<file path="src/rtl/alu_exec_unit.sv">
// Execute-stage slice of the 16-bit TSC CPU.
// Imm extend, ALU decode, operand mux, ALU, branch test, result/flag register.
module alu_exec_unit (
  input  logic        clk,
  input  logic        reset_n,
  input  logic [15:0] instr,
  input  logic [15:0] read_out1,
  input  logic [15:0] read_out2,
  input  logic        alu_src,
  input  logic        en,
  output logic [15:0] extend_imm,
  output logic [2:0]  func_code,
  output logic [15:0] alu_result,
  output logic        branch_cond,
  output logic [15:0] result_q,
  output logic [2:0]  flags_q
);

  localparam logic [3:0] OP_BNE = 4'd0;
  localparam logic [3:0] OP_BEQ = 4'd1;
  localparam logic [3:0] OP_BGZ = 4'd2;
  localparam logic [3:0] OP_BLZ = 4'd3;
  localparam logic [3:0] OP_ADI = 4'd4;
  localparam logic [3:0] OP_ORI = 4'd5;
  localparam logic [3:0] OP_LHI = 4'd6;
  localparam logic [3:0] OP_LWD = 4'd7;
  localparam logic [3:0] OP_SWD = 4'd8;
  localparam logic [3:0] OP_RTY = 4'd15;

  localparam logic [2:0] F_ADD = 3'd0;
  localparam logic [2:0] F_SUB = 3'd1;
  localparam logic [2:0] F_AND = 3'd2;
  localparam logic [2:0] F_OR  = 3'd3;
  localparam logic [2:0] F_NOT = 3'd4;
  localparam logic [2:0] F_TCP = 3'd5;
  localparam logic [2:0] F_SHL = 3'd6;
  localparam logic [2:0] F_SHR = 3'd7;

  logic [3:0]  opcode;
  logic [7:0]  imm;
  logic [5:0]  func;
  logic [15:0] op_a;
  logic [15:0] op_b;
  logic        overflow;
  logic        unused_bits;

  assign opcode      = instr[15:12];
  assign imm         = instr[7:0];
  assign func        = instr[5:0];
  assign unused_bits = &{1'b0, instr[11:8]};

  // Immediate extension per opcode
  always_comb begin
    extend_imm = {8'h00, imm};
    unique case (opcode)
      OP_ADI, OP_LWD, OP_SWD,
      OP_BNE, OP_BEQ, OP_BGZ, OP_BLZ:
        extend_imm = {{8{imm[7]}}, imm};
      OP_LHI:
        extend_imm = {imm, 8'h00};
      default:
        extend_imm = {8'h00, imm};
    endcase
  end

  // ALU operation decode
  always_comb begin
    func_code = F_ADD;
    unique case (opcode)
      OP_RTY:
        func_code = (func[5:3] == 3'd0) ? func[2:0] : F_ADD;
      OP_ORI:
        func_code = F_OR;
      OP_BNE, OP_BEQ, OP_BGZ, OP_BLZ:
        func_code = F_SUB;
      default:
        func_code = F_ADD;
    endcase
  end

  assign op_a = read_out1;
  assign op_b = alu_src ? extend_imm : read_out2;

  // 16-bit ALU with signed overflow detection for ADD/SUB
  always_comb begin
    alu_result = 16'h0000;
    overflow   = 1'b0;
    unique case (func_code)
      F_ADD: begin
        alu_result = op_a + op_b;
        overflow   = (op_a[15] == op_b[15]) &&
                     (alu_result[15] != op_a[15]);
      end
      F_SUB: begin
        alu_result = op_a - op_b;
        overflow   = (op_a[15] != op_b[15]) &&
                     (alu_result[15] != op_a[15]);
      end
      F_AND: alu_result = op_a & op_b;
      F_OR:  alu_result = op_a | op_b;
      F_NOT: alu_result = ~op_a;
      F_TCP: alu_result = ~op_a + 16'd1;
      F_SHL: alu_result = {op_a[14:0], 1'b0};
      F_SHR: alu_result = {op_a[15], op_a[15:1]};
      default: alu_result = 16'h0000;
    endcase
  end

  // Branch test always on the raw register operands
  always_comb begin
    branch_cond = 1'b0;
    unique case (opcode)
      OP_BNE: branch_cond = (read_out1 != read_out2);
      OP_BEQ: branch_cond = (read_out1 == read_out2);
      OP_BGZ: branch_cond = !read_out1[15] &&
                            (read_out1 != 16'h0000);
      OP_BLZ: branch_cond = read_out1[15];
      default: branch_cond = 1'b0;
    endcase
  end

  // Capture result and {ovf, neg, zero} when enabled
  always_ff @(posedge clk or posedge reset_n) begin
    if (reset_n) begin
      result_q <= 16'h0000;
      flags_q  <= 3'b000;
    end else if (en) begin
      result_q <= alu_result;
      flags_q  <= {overflow, alu_result[15],
                   alu_result == 16'h0000};
    end
  end

endmodule

</file>
<file path="config.mk">
export PLATFORM = sky130hd
export DESIGN_NAME = alu_exec_unit
export DESIGN_NICKNAME = d
export VERILOG_FILES = /design/src/rtl/alu_exec_unit.sv
export SDC_FILE = /design/constraint.sdc
export NUM_CORES = 1
export LEC_CHECK = 0
export BUFFER_PORTS_ARGS = -buffer_cell sky130_fd_sc_hd__buf_2
export CAP_MARGIN = 10
export CORE_MARGIN = 2
export CORE_UTILIZATION = 59
export CTS_CLUSTER_DIAMETER = 200
export DETAILED_ROUTE_END_ITERATION = 12
export HOLD_SLACK_MARGIN = 0.1
export PLACE_DENSITY = 0.87
export SLEW_MARGIN = 10
export SYNTH_ARGS = -nofsm -noshare
export SYNTH_HDL_FRONTEND = slang
export SYNTH_SLANG_ARGS = --single-unit
</file>
<file path="constraint.sdc">
create_clock -name clk -period 15.4 [get_ports clk]
set_clock_uncertainty 0.2 [all_clocks]
set_input_delay 4.62 -clock clk [delete_from_list [all_inputs] [get_ports clk]]
set_output_delay 4.62 -clock clk [all_outputs]
set_load 0.01 [all_outputs]
</file>
==> impl_summary.md <==
Timing
The final number of hold-violating endpoints is 0. The transition time of the tightest slew-check pin is around 1100 ps. Setup violations remaining at the end of the flow were counted as 0.

The fraction of the cycle the final worst path needs is 0.880. Measured against its own limit, the worst slew margin works out to 0.242. The time the worst path needs with I/O delays and setup is 13,550 ps. The number of max-slew violations in the final report is 0. Setup repair after global routing left no endpoint under its margin. The achievable clock frequency is approximately 74 MHz. The worst-case setup margin in the final layout is 1850 ps. The worst hold slack is 292 ps. Summed over all failing endpoints, the final setup total negative slack is 0 ps.

Die
The die is between 90 and 100 um wide. After floorplanning, the core was sized to cover about 0.0074 mm2. The row count is 31.

The initial standard-cell utilization of the core is 0.616. For this design the top-level I/O count stands at roughly 110. The height of the die is 91.7 um. The die covers 0.00841 mm2.

Clocking
In this run the number of H-tree levels came out at 1. TritonCTS created 3 clock buffers. The buffer depth of the longest clock path is 2. The cell at the root of the clock tree is sky130_fd_sc_hd__clkbuf_8.

The TritonCTS clock tree is done. For the worst-skew pair, the clock arrives at the later sink with an insertion delay of approximately 250 ps. Buffers inserted to repair hold after CTS numbered 0. After clock tree synthesis, the setup repair step added 0 buffers. The clock sink total is 18. Post-CTS repair changed the size of 0 cells.

After clock tree synthesis, the clock-pin slew on the worst setup and hold paths is 70 ps.

GRT
The global-route usage over all layers is 0.347. The wire length of the first global-routing pass is about 24,000 um. The initial antenna violation count is 0. The total grt overflow is 0.

The largest net degree at the start of global routing is 33. The number of global-route vias before repair is 4,744.

Placement
Once placement finished, the instance area stood at roughly 0.005 mm2. Including well taps, the total number of placed cells is between 700 and 800. The quantity of I/O buffers inserted on ports is around 100. The HPWL after detailed placement is around 12,000 um. Before CTS, the worst setup slack after placement is about 2000 ps.

The congestion estimate from routability-driven global placement came to between 0.9 and 1.

Power
The internal portion of the total power is about 0.18 mW. The largest vdd supply drop is 0.0000378 V. After layout, the design draws a total of approximately 0.33 mW. In this run the static leakage power is 2.35 nW. The share of total power dissipated in sequential elements is 0.198. The net switching power figure is around 0.16 mW. The proportion of power drawn by the clock network is 0.116. Dividing total power by cell area gives a power density of 65.6 mW/mm2.

Of the total power, the share spent switching nets is 0.472. Of the total power, combinational logic draws 0.686.

Logic synthesis
For this run, the number of Yosys warnings is 0. Summed over all instances, the cell type with the most area after synthesis is sky130_fd_sc_hd__ha_1. The synthesized area divided by synthesized cell count is slightly above 7 um2. The most frequently used flop master after synthesis is sky130_fd_sc_hd__dfrtp_1. By area the synthesized netlist is led by sky130_fd_sc_hd__ha_1, sky130_fd_sc_hd__dfrtp_1, sky130_fd_sc_hd__xnor2_1. The combined area of all synthesized cells is between 0.004 and 0.005 mm2. The count of flip-flops with a built-in enable after synthesis is 0. Counting distinct cell types in the post-synthesis netlist gives 78. Of the synthesized area, sequential elements account for 0.0993. The cell count after synthesis is approximately 640. The async set or reset register ratio after synthesis is 1.00. Of the post-synthesis cell area, the dominant cell type holds 0.141. Counting every net in the synthesized netlist gives between 700 and 800. After synthesis the netlist holds a flip-flop and latch count of 18.

Drt
After detailed routing, the number of remaining DRC violations is 0. After detailed routing, the average wire length per cell comes to ~19 um. The number of vias in the routed layout is 5,124.

The residual antenna-violating net count after detailed routing is 0. The initial detailed-routing violation count is approximately 530. The aggregate routed wire length is 14,900 um. The first detailed-routing pass took 5 iterations. After detailed routing, the number of vias per cell comes to between 6 and 7.

Worst setup path
The slowest stage of the critical path belongs to the cell sky130_fd_sc_hd__nor4bb_1. The critical path startpoint category is a primary input. In this design, the critical path's most frequently occurring cell is sky130_fd_sc_hd__buf_2. The maximum fanout along the worst path is 10. The worst register-to-register path begins at flags_q[1]$_DFFE_PP0P_. For the worst setup path, the data required time is 10,580 ps. The critical path goes through buf_2 -> nor4bb_1 -> nand2_1 -> a31oi_1 -> inv_1 -> ha_1 -> nor4_1 -> a21boi_1 -> o41a_1 -> a221o_1 -> a22oi_1 -> nor2_1 -> a221oi_2 -> buf_2.

Tracing the worst setup path back leads to its startpoint at instr[14]. The endpoint class of the critical path is a primary output. The worst setup path is of the in -> out kind. At the worst endpoint, the arrival time is approximately 8700 ps.

For this run, the slowest stage of the critical path takes between 900 and 1000 ps.

Cells and area
The combined flip-flop and latch cell area is approximately 450 um2. Measured on the finished design, the core utilization comes to 0.688. The fill cell instance count of the final layout is 660. From synthesis to final layout, the design area changed by 11.7%. The repair_antennas step left the layout with diodes totalling 0. The non-filler instance count after layout is 803. Of the cells placed in the final design, the portion with a size suffix greater than 1 is 0.209. The net count reported at finish is 810. The combined area of the multi-input logic cells is about 0.0037 mm2.

The finished cells cover around 0.0051 mm2.

Min path
The startpoint identified for the worst hold timing path is flags_q[0]$_DFFE_PP0P_. The path class of the tightest hold or removal check is reg -> reg.

Job
The tool flagged a number of max-cap violations equal to 0.

Outcome
The run finished with clean final reports.
cell families (layout without fill, tap and decap cells):
kind of cell    count (synthesis)  after routing  synth area share
simple gates                  216            216             0.244
compound gates                186            186             0.288
buf+inv                       100            169            0.0907
fa+ha+maj                      53             53             0.149
xor+xnor                       44             44            0.0849
mux                            18             18            0.0441
flops                          18             18            0.0993
cell usage after synthesis (12+ instances only):
master	number
sky130_fd_sc_hd__a211oi_1	13
sky130_fd_sc_hd__a21oi_1	33
sky130_fd_sc_hd__a31oi_1	12
sky130_fd_sc_hd__buf_2	14
sky130_fd_sc_hd__clkbuf_1	22
sky130_fd_sc_hd__dfrtp_1	18
sky130_fd_sc_hd__ha_1	51
sky130_fd_sc_hd__inv_1	58
sky130_fd_sc_hd__mux2_2	16
sky130_fd_sc_hd__nand2_1	62
sky130_fd_sc_hd__nand3_1	17
sky130_fd_sc_hd__nor2_1	52
sky130_fd_sc_hd__nor3_1	15
sky130_fd_sc_hd__o21ai_0	36
sky130_fd_sc_hd__xnor2_1	41
worst max-delay path: cells and delay by family:
family	cells	cell delay, ps
and+or+nand+nor	4	1340
adders and majority gates	1	460
AOI/OAI and AO/OA	6	1800
buffers and inverters	3	490
path summary, 6_finish.rpt:
path	end	depth (start not counted)	slack, ps
worst min register to register	flags_q[0]$_DFFE_PP0P_	2	290
min in group asynchronous	result_q[1]$_DFFE_PP0P_	2	4270
worst max-delay path	alu_result[15]	14	1850
max in group asynchronous	result_q[13]$_DFFE_PP0P_	2	10280
worst max register to register	flags_q[1]$_DFFE_PP0P_	1	14420
worst min-delay path	flags_q[0]$_DFFE_PP0P_	2	290
layer usage:
| metal | vias up | GRT usage | wire, um |
|---|---|---|---|
| met4 | 0 | 0.133 | 608 |
| met3 | 51 | 0.0386 | 1070 |
| li1 | 2420 | - | - |
| met1 | 2376 | 0.446 | 6070 |
| met2 | 277 | 0.594 | 7110 |
| met5 | - | 0 | 0 |
placed cells by master (no fill, tap or decap), types with 15 or more instances in the layout:
cell / instances
sky130_fd_sc_hd__o21ai_0: 36
sky130_fd_sc_hd__dfrtp_1: 18
sky130_fd_sc_hd__nor3_1: 15
sky130_fd_sc_hd__buf_2: 102
sky130_fd_sc_hd__a21oi_1: 33
sky130_fd_sc_hd__nand2_1: 62
sky130_fd_sc_hd__nand3_1: 17
sky130_fd_sc_hd__mux2_2: 16
sky130_fd_sc_hd__nor2_1: 52
sky130_fd_sc_hd__ha_1: 51
sky130_fd_sc_hd__xnor2_1: 41
sky130_fd_sc_hd__inv_1: 58
cell type report:
class                   count  share of cell area
clock buffers               4              0.0109
flip-flops and latches     18              0.0889
multi-input cells         517               0.725
inverters                  59              0.0437
repair buffers            106               0.107
well taps                  99              0.0244
power groups by stage:
| stage | sequential [mW] | clock, mW | combinational, mW |
|---|---|---|---|
| after floorplan | 0.0730 | 0 | 0.144 |
| after global placement | 0.0658 | 0 | 0.217 |
| after detailed placement | 0.0668 | 0 | 0.223 |
| after CTS | 0.0660 | 0.0397 | 0.224 |
| after global routing | 0.0677 | 0.0409 | 0.248 |
| final | 0.0659 | 0.0387 | 0.228 |
registers in the layout (all words and copies together) (netlist names):
name	flops
flags_q	3
result_q	15
Note: power is estimated with default switching activity, not from simulation.
